===== src/rtl/rev_counter_pkg.sv =====
// Shared constants and terminal-count helper for the rev_counter family.
// Saturating mode is selected by defining REVCNT_SAT_EN (see rev_counter_mod).
package rev_counter_pkg;

    localparam logic DIR_UP   = 1'b1;
    localparam logic DIR_DOWN = 1'b0;

    localparam int REVCNT_WIDTH = 16;

    // Operands are zero-extended to 32 bits so one function serves every width.
    function automatic logic term_hit(input logic [31:0] c,
                                      input logic [31:0] l,
                                      input logic        s);
        return (s & (c >= l)) | (~s & (c == 32'd0));
    endfunction

endpackage


===== src/rtl/rev_counter_tc.sv =====
// Combinational terminal-count and cascade carry detector for an up/down counter.
module rev_counter_tc
    import rev_counter_pkg::*;
#(
    parameter int WIDTH = REVCNT_WIDTH
) (
    input  logic [WIDTH-1:0] cnt,
    input  logic [WIDTH-1:0] lim,
    input  logic             s,
    input  logic             en,
    input  logic             cin,
    output logic             rc,
    output logic             co
);

    always_comb begin
        rc = term_hit(32'(cnt), 32'(lim), s);
        co = rc & en & cin;
    end

endmodule


===== src/rtl/rev_counter_mod.sv =====
// Cascadable up/down modulo counter with load, programmable limit and terminal pulse.
// Define REVCNT_SAT_EN to make the count saturate at the terminal instead of wrapping.
module rev_counter_mod
    import rev_counter_pkg::*;
#(
    parameter int               WIDTH    = REVCNT_WIDTH,
    parameter logic [WIDTH-1:0] LIM_INIT = '1
) (
    input  logic             clk,
    input  logic             rst,
    input  logic             en,
    input  logic             cin,
    input  logic             s,
    input  logic             ld,
    input  logic [WIDTH-1:0] d,
    input  logic             lim_we,
    input  logic [WIDTH-1:0] lim_d,
    output logic [WIDTH-1:0] cnt,
    output logic [WIDTH-1:0] lim,
    output logic             Rc,
    output logic             co,
    output logic             tc_q
);

    localparam logic [WIDTH-1:0] ONE  = {{(WIDTH-1){1'b0}}, 1'b1};
    localparam logic [WIDTH-1:0] ZERO = '0;

    logic [WIDTH-1:0] wrap_val;

    rev_counter_tc #(.WIDTH(WIDTH)) u_tc (
        .cnt (cnt),
        .lim (lim),
        .s   (s),
        .en  (en),
        .cin (cin),
        .rc  (Rc),
        .co  (co)
    );

    // Value taken when a counted edge lands on the terminal count.
    always_comb begin
`ifdef REVCNT_SAT_EN
        wrap_val = (s == DIR_UP) ? cnt : ZERO;
`else
        wrap_val = (s == DIR_UP) ? ZERO : lim;
`endif
    end

    always_ff @(posedge clk) begin
        if (rst) begin
            cnt  <= ZERO;
            lim  <= LIM_INIT;
            tc_q <= 1'b0;
        end else begin
            // The count below still sees the old lim; a new limit applies next cycle.
            if (lim_we) begin
                lim <= lim_d;
            end
            tc_q <= co & ~ld;
            if (ld) begin
                cnt <= d;
            end else if (en & cin) begin
                if (Rc) begin
                    cnt <= wrap_val;
                end else if (s == DIR_UP) begin
                    cnt <= cnt + ONE;
                end else begin
                    cnt <= cnt - ONE;
                end
            end
        end
    end

endmodule


===== config.mk =====
export PLATFORM = sky130hd
export DESIGN_NAME = rev_counter_mod
export DESIGN_NICKNAME = d
export VERILOG_FILES = /design/src/rtl/rev_counter_pkg.sv /design/src/rtl/rev_counter_tc.sv /design/src/rtl/rev_counter_mod.sv
export SDC_FILE = /design/constraint.sdc
export NUM_CORES = 1
export LEC_CHECK = 0
export ABC_CLOCK_PERIOD_IN_PS = 2600
export CORE_MARGIN = 1
export CORE_UTILIZATION = 44
export CTS_CLUSTER_SIZE = 8
export DETAILED_ROUTE_END_ITERATION = 8
export PLACE_DENSITY = 0.77
export SYNTH_ARGS = -nofsm -noshare
export SYNTH_HDL_FRONTEND = slang
export SYNTH_SLANG_ARGS = --single-unit

===== constraint.sdc =====
create_clock -name clk -period 2.6 [get_ports clk]
set_input_delay 0.26 -clock clk [delete_from_list [all_inputs] [get_ports clk]]
set_output_delay 0.26 -clock clk [all_outputs]
set_load 0.005 [all_outputs]

== After elaboration in Yosys (flattened, before gate mapping) ==
Index checks and enable logic that the tools add are counted.

* Word-level logic and storage cells: 22
* Bits in registers: 33
* Bits of input ports: 39

* Reduce and logical (&&, ||, !) cells: 2
* Add/subtract/negate cells: 2
* Order comparisons: 1
* Multiplexer cells: 5
* Bitwise operators: 9

{| class="wikitable"
|+ Operator list
! operator !! count
|-
| $mux 16 || 5
|-
| $add 16x1->16 const B || 1
|-
| $ge 16x16->1 || 1
|-
| $logic_not 16->1 || 1
|-
| $sub 16x1->16 const B || 1
|-
| $and 1x1->1 || 6
|-
| $not 1->1 || 2
|-
| $reduce_bool 2->1 || 1
|-
| $or 1x1->1 || 1
|}

== Longest topological paths before layout ==
* Word-level depth: 6
* Gate-level depth with buffers: 11
* Mapped depth without buffers: 10

== Modules after synthesis ==
A second synthesis with hierarchy kept.

* Cell total of the unflattened synthesis: 354
* Area total of the unflattened synthesis: 2780.2 um2

{| class="wikitable"
|+ By module, submodules not included
! module !! area each (um2) !! sequential area each (um2) !! instances !! cells each
|-
| rev_counter_mod || 2289.7 || 660.6 || 1 || 289
|-
| rev_counter_tc || 490.5 || 0.0 || 1 || 65
|}

== Worst setup path before layout ==
Ideal clock, no wire load.

* Kind: in2reg
* Start: input port s
* End: register cnt[8]
* Slack: -0.070 ns
* Cell stages on the path: 11
* Arrival: 2.567 ns
* Data required time: 2.497 ns
* Setup time: 0.103 ns
* Cells stage by stage: buf_6 inv_1 ha_1 a21o_1 a21oi_2 nor2b_1 o31a_1 o31ai_1 xnor2_1 a21oi_2 a2111oi_2

* Longest elaborated chain between the ends: 6

{| class="wikitable"
|+ RTL lines
! item !! RTL line !! source
|-
| from (decl) || rev_counter_mod.sv:13 || <nowiki>input logic s,</nowiki>
|-
| $not 1->1 || rev_counter_pkg.sv:14 || <nowiki>return (s & (c >= l)) | (~s & (c == 32'd0));</nowiki>
|-
| $and 1x1->1 || rev_counter_pkg.sv:14 ||
|-
| $or 1x1->1 || rev_counter_pkg.sv:14 ||
|-
| $mux 16 * || rev_counter_mod.sv:63 || <nowiki>if (Rc) begin</nowiki>
|-
| $mux 16 * || rev_counter_mod.sv:62 || <nowiki>end else if (en & cin) begin</nowiki>
|-
| $mux 16 * || rev_counter_mod.sv:60 || <nowiki>if (ld) begin</nowiki>
|-
| to (signal assigned) || rev_counter_mod.sv:64 || <nowiki>cnt <= wrap_val;</nowiki>
|-
| to (signal assigned) || rev_counter_mod.sv:66 || <nowiki>cnt <= cnt + ONE;</nowiki>
|-
| to (signal assigned) || rev_counter_mod.sv:68 || <nowiki>cnt <= cnt - ONE;</nowiki>
|-
| to (decl) || rev_counter_mod.sv:18 || <nowiki>output logic [WIDTH-1:0] cnt,</nowiki>
|}

Mark *: on every way between the ends. The rest lies on a longest branch, timed or not. The select of a mux whose other input is x is not followed.
A chain may end at the register's enable or synchronous reset.

== Worst setup path after layout ==
* Start: register lim[0]
* End: output port co

* Longest elaborated chain between the ends: 5

{| class="wikitable"
|+ RTL lines
! item !! RTL line !! source
|-
| from (decl) || rev_counter_mod.sv:19 || <nowiki>output logic [WIDTH-1:0] lim,</nowiki>
|-
| from (signal assigned) || rev_counter_mod.sv:57 || <nowiki>lim <= lim_d;</nowiki>
|-
| $ge 16x16->1 || rev_counter_pkg.sv:14 ||
|-
| $and 1x1->1 || rev_counter_pkg.sv:14 ||
|-
| $or 1x1->1 || rev_counter_pkg.sv:14 ||
|-
| $and 1x1->1 (2 in series) || rev_counter_tc.sv:18 || <nowiki>co = rc & en & cin;</nowiki>
|-
| to (decl) || rev_counter_mod.sv:21 || <nowiki>output logic co,</nowiki>
|}

Every way passes these cells.

==> flow_metrics.tcl <==
set metrics [dict create \
    syn_area_sq_mm 0.00263 \
    fmax_mhz 397 \
    syn_nets 401 \
    worstSkewPairLatency_ns 0.29 \
    critPathSlowestCell "dfxtp_1" \
    ant_nets 0 \
    cp-endpoint "co" \
    cts_tree "done" \
    timing.rr.end "cnt[7]$_SDFFE_PP0P_" \
    pwr-share-clk_pct 29.0 \
    route.met2.wl_mm 4.02 \
    seq_power_share_pct 33.2 \
    grt_pass1_vias 2866 \
    drtIter0Drc 174 \
    antenna_found_initial 0 \
    synth_seq_cells 33 \
    fp.dieH_um 79.3 \
    dr.pass1.iters 4 \
    gp_congestion 0.880 \
    hold_viol 0 \
    cp_max_fo 5 \
    grt_pass1_wl_mm 13.5 \
    worst_pin_slew_ns 0.575 \
    cts_root_buffer "clkbuf_8" \
    portBuffers 73 \
    finalSetupViolCount 0 \
    post-route-min-period_ns 2.52 \
    final_nets 524 \
    rr_worst_depth 12 \
    fillerInstances 446 \
    p_switching_w 0.000556 \
    n_antenna_cell 0 \
    wirelength_mm 8.41 \
    powerDensity_mw_per_mm2 443 \
    clkTransAtPathRegs_ns 0.08 \
    critPathMaxStageDelay_ns 0.44 \
    ioPinCount 74 \
    fin_area_sq_mm 0.00401 \
    dpl_cell_area_sq_mm 0.00375 \
    cp-startpoint "lim[0]$_SDFFE_PP1P_" \
    globalRoute.totalOverflow 0 \
    p_comb_share_pct 37.8 \
    synth_ff_type "dfxtp_1" \
    synth_async_sr_flop_share_pct 0 \
    area_growth_pct 52.5 \
    drive_gt1_share_pct 22.9 \
    reg2reg_from "lim[0]$_SDFFE_PP1P_" \
    via_count 2963 \
    crit_chain "ha_1, nand2b_1, a31oi_1, o211ai_1, a211o_1, o21ai_4, buf_6, nor2_2, clkdlybuf4s15_1" \
    cp.arrival_ns 2.26 \
    die_w_um 79.3 \
    drc 0 \
    slew_headroom_pct 61.6 \
    cts_inserted_buffers 5 \
    wl_per_cell_um 16.0 \
    syn_inst 331 \
    grt_use_total_pct 27.7 \
    swShare_pct 31.3 \
    cp.required_ns 2.34 \
    top_layer "met4" \
    cts.sinks 33 \
    wl_met1_mm 3.53 \
    dp_hpwl_mm 6.33 \
    worstSetupPathType "flop to output port" \
    final-max-slew-violation-count 0 \
    p_leak_nw 1.86 \
    wl_met3_um 573 \
    drv_cap 0 \
    hp-start "lim[7]$_SDFFE_PP1P_" \
    initial_core_util_pct 46.6 \
    ys_seq_area_share_pct 25.1 \
    synth_edf_count 0 \
    dieArea_sq_mm 0.00628 \
    clock_path_buffers 2 \
    synth_cell_types 50 \
    p_int_w 0.00122 \
    min_path_type "flop to flop" \
    start_kind "flop" \
    clock_skew_ns 0.0100 \
    rows 27 \
    timing.final.crit_share_pct 97.0 \
    peakVddDrop_v 0.000326 \
    grt_max_degree 32 \
    viasPerCell 5.62 \
    place_ws_ns -0.445 \
    htree_num_levels 2 \
    utilization_pct 71.0 \
    core_area_sq_mm 0.00564 \
    r2r_setup_slack_ns 0.13 \
    whs_ns 0.513 \
    status "finished, final reports clean" \
    postSynthAreaPerCell_sq_um 7.94 \
    end_kind "output port" \
    yosys_warnings 0 \
    setup_ws_ns 0.0790 \
]
==> synth_stat cells, drive strengths merged (2+ instances only) <==
cell | number | area share (%)
a211o | 3 | 1.0
a31oi | 5 | 1.2
mux2i | 5 | 1.9
dfxtp | 33 | 25
inv | 23 | 3.3
a21o | 11 | 3.1
o211ai | 18 | 5.1
nor2 | 25 | 3.6
nor4 | 4 | 0.95
o31ai | 5 | 1.4
xor2 | 10 | 3.3
a211oi | 5 | 1.4
and2 | 3 | 0.81
ha | 30 | 14
o21a | 2 | 0.57
nand3 | 5 | 0.95
nand2b | 2 | 0.48
o21ai | 15 | 3.3
or2 | 2 | 0.48
nor3 | 8 | 1.5
nand4 | 4 | 0.95
a221oi | 2 | 0.67
nor2b | 2 | 0.48
a2111oi | 3 | 1.7
buf | 3 | 1.4
clkbuf | 11 | 1.6
a41oi | 2 | 0.67
xnor2 | 4 | 1.3
a21oi | 27 | 6.0
o22ai | 2 | 0.48
and4 | 2 | 0.71
nand2 | 45 | 6.4
==> cell usage in the layout (no fill, tap or decap), drive strengths merged, types with 15 or more instances in the layout <==
master,Yosys,routed
dfxtp,33,33
inv,23,22
a21oi,27,27
nand2,45,45
clkdlybuf4s50,0,70
nor2,25,25
o21ai,15,15
buf,3,57
ha,30,30
o211ai,18,18
==> critical path, delay by kind of cell (launching register included) <==
family                     cells  cell delay (ns)
AOI/OAI and AO/OA              4             0.73
adders and majority gates      1             0.27
buffers and inverters          2             0.33
DFF                            1             0.44
and+or+nand+nor                2             0.19
==> kinds of logic (layout without fill, tap and decap cells) <==
kind of cell / count (synthesis) / after routing / share of synthesized area, %
AND/OR/NAND/NOR: 103 / 103 / 17.6
buffers and inverters: 38 / 162 / 6.38
XOR/XNOR: 14 / 14 / 4.67
multiplexers: 5 / 5 / 1.90
adder cells (fa/ha/maj): 31 / 31 / 15.0
AO/OA/AOI/OAI: 107 / 107 / 29.2
flip-flops: 33 / 33 / 25.1
==> flip-flops by register name (all words and copies together), names as in the netlist <==
register  flops
cnt          16
lim          16
tc_q          1
==> layout make-up <==
class / instances / area (sq um) / area share [%]
timing repair buffer: 130 / 1170 / 29.2
clock buffer: 7 / 86.3 / 2.15
tap: 72 / 90.1 / 2.25
multi-input combinational: 260 / 1860 / 46.4
inverter: 24 / 93.8 / 2.34
sequential: 33 / 677 / 16.9
clock inverter: 1 / 30.0 / 0.750
==> through the flow <==
| step | setup TNS (ns) | std cells | power, W |
|---|---|---|---|
| after floorplan | 0 | 331 | 0.000923 |
| after global placement | -2.70 | 512 | 0.00121 |
| after detailed placement | -3.69 | 512 | 0.00123 |
| after CTS | -0.0219 | 525 | 0.00176 |
| after global routing | -0.156 | 527 | 0.00187 |
| final | 0 | 527 | 0.00177 |
==> routing by layer <==
layer / track usage, % / vias to the layer above
li1: - / 1451
met1: 32.3 / 1365
met2: 47.9 / 120
met3: 5.75 / 27
met4: 13.1 / 0
met5: 0 / -
==> how the worst min path moves through the flow <==
| stage | endpoint | slack [ns] | depth (start not counted) |
|---|---|---|---|
| floorplan | lim[13]$_SDFFE_PP1P_ | 0.39 | 2 |
| global placement | lim[6]$_SDFFE_PP1P_ | 0.49 | 2 |
| detailed placement | lim[6]$_SDFFE_PP1P_ | 0.51 | 2 |
| CTS | cnt[5]$_SDFFE_PP0P_ | 0.52 | 3 |
| global route | lim[6]$_SDFFE_PP1P_ | 0.53 | 2 |
| finish | lim[7]$_SDFFE_PP1P_ | 0.51 | 2 |
==> power groups by stage <==
| stage | Sequential (W) | Clock, W | Combinational, W |
|---|---|---|---|
| 2_1_floorplan | 0.000590 | 0 | 0.000333 |
| 3_3_place_gp | 0.000594 | 0 | 0.000617 |
| 3_5_place_dp | 0.000595 | 0 | 0.000631 |
| 4_1_cts | 0.000584 | 0.000520 | 0.000651 |
| 5_1_grt | 0.000591 | 0.000546 | 0.000735 |
| 6_report | 0.000588 | 0.000514 | 0.000671 |
==> what timing repair did <==
action | 4_1_cts | 5_1_grt
endpoints found under the setup margin | 8 | 11
pin swaps | 3 | 7
gates cloned | 0 | 0
gates resized for setup | 11 | 19
buffers inserted | 5 | 3
hold buffers | 0 | 0
No activity file was read; power rests on OpenSTA's default activity.
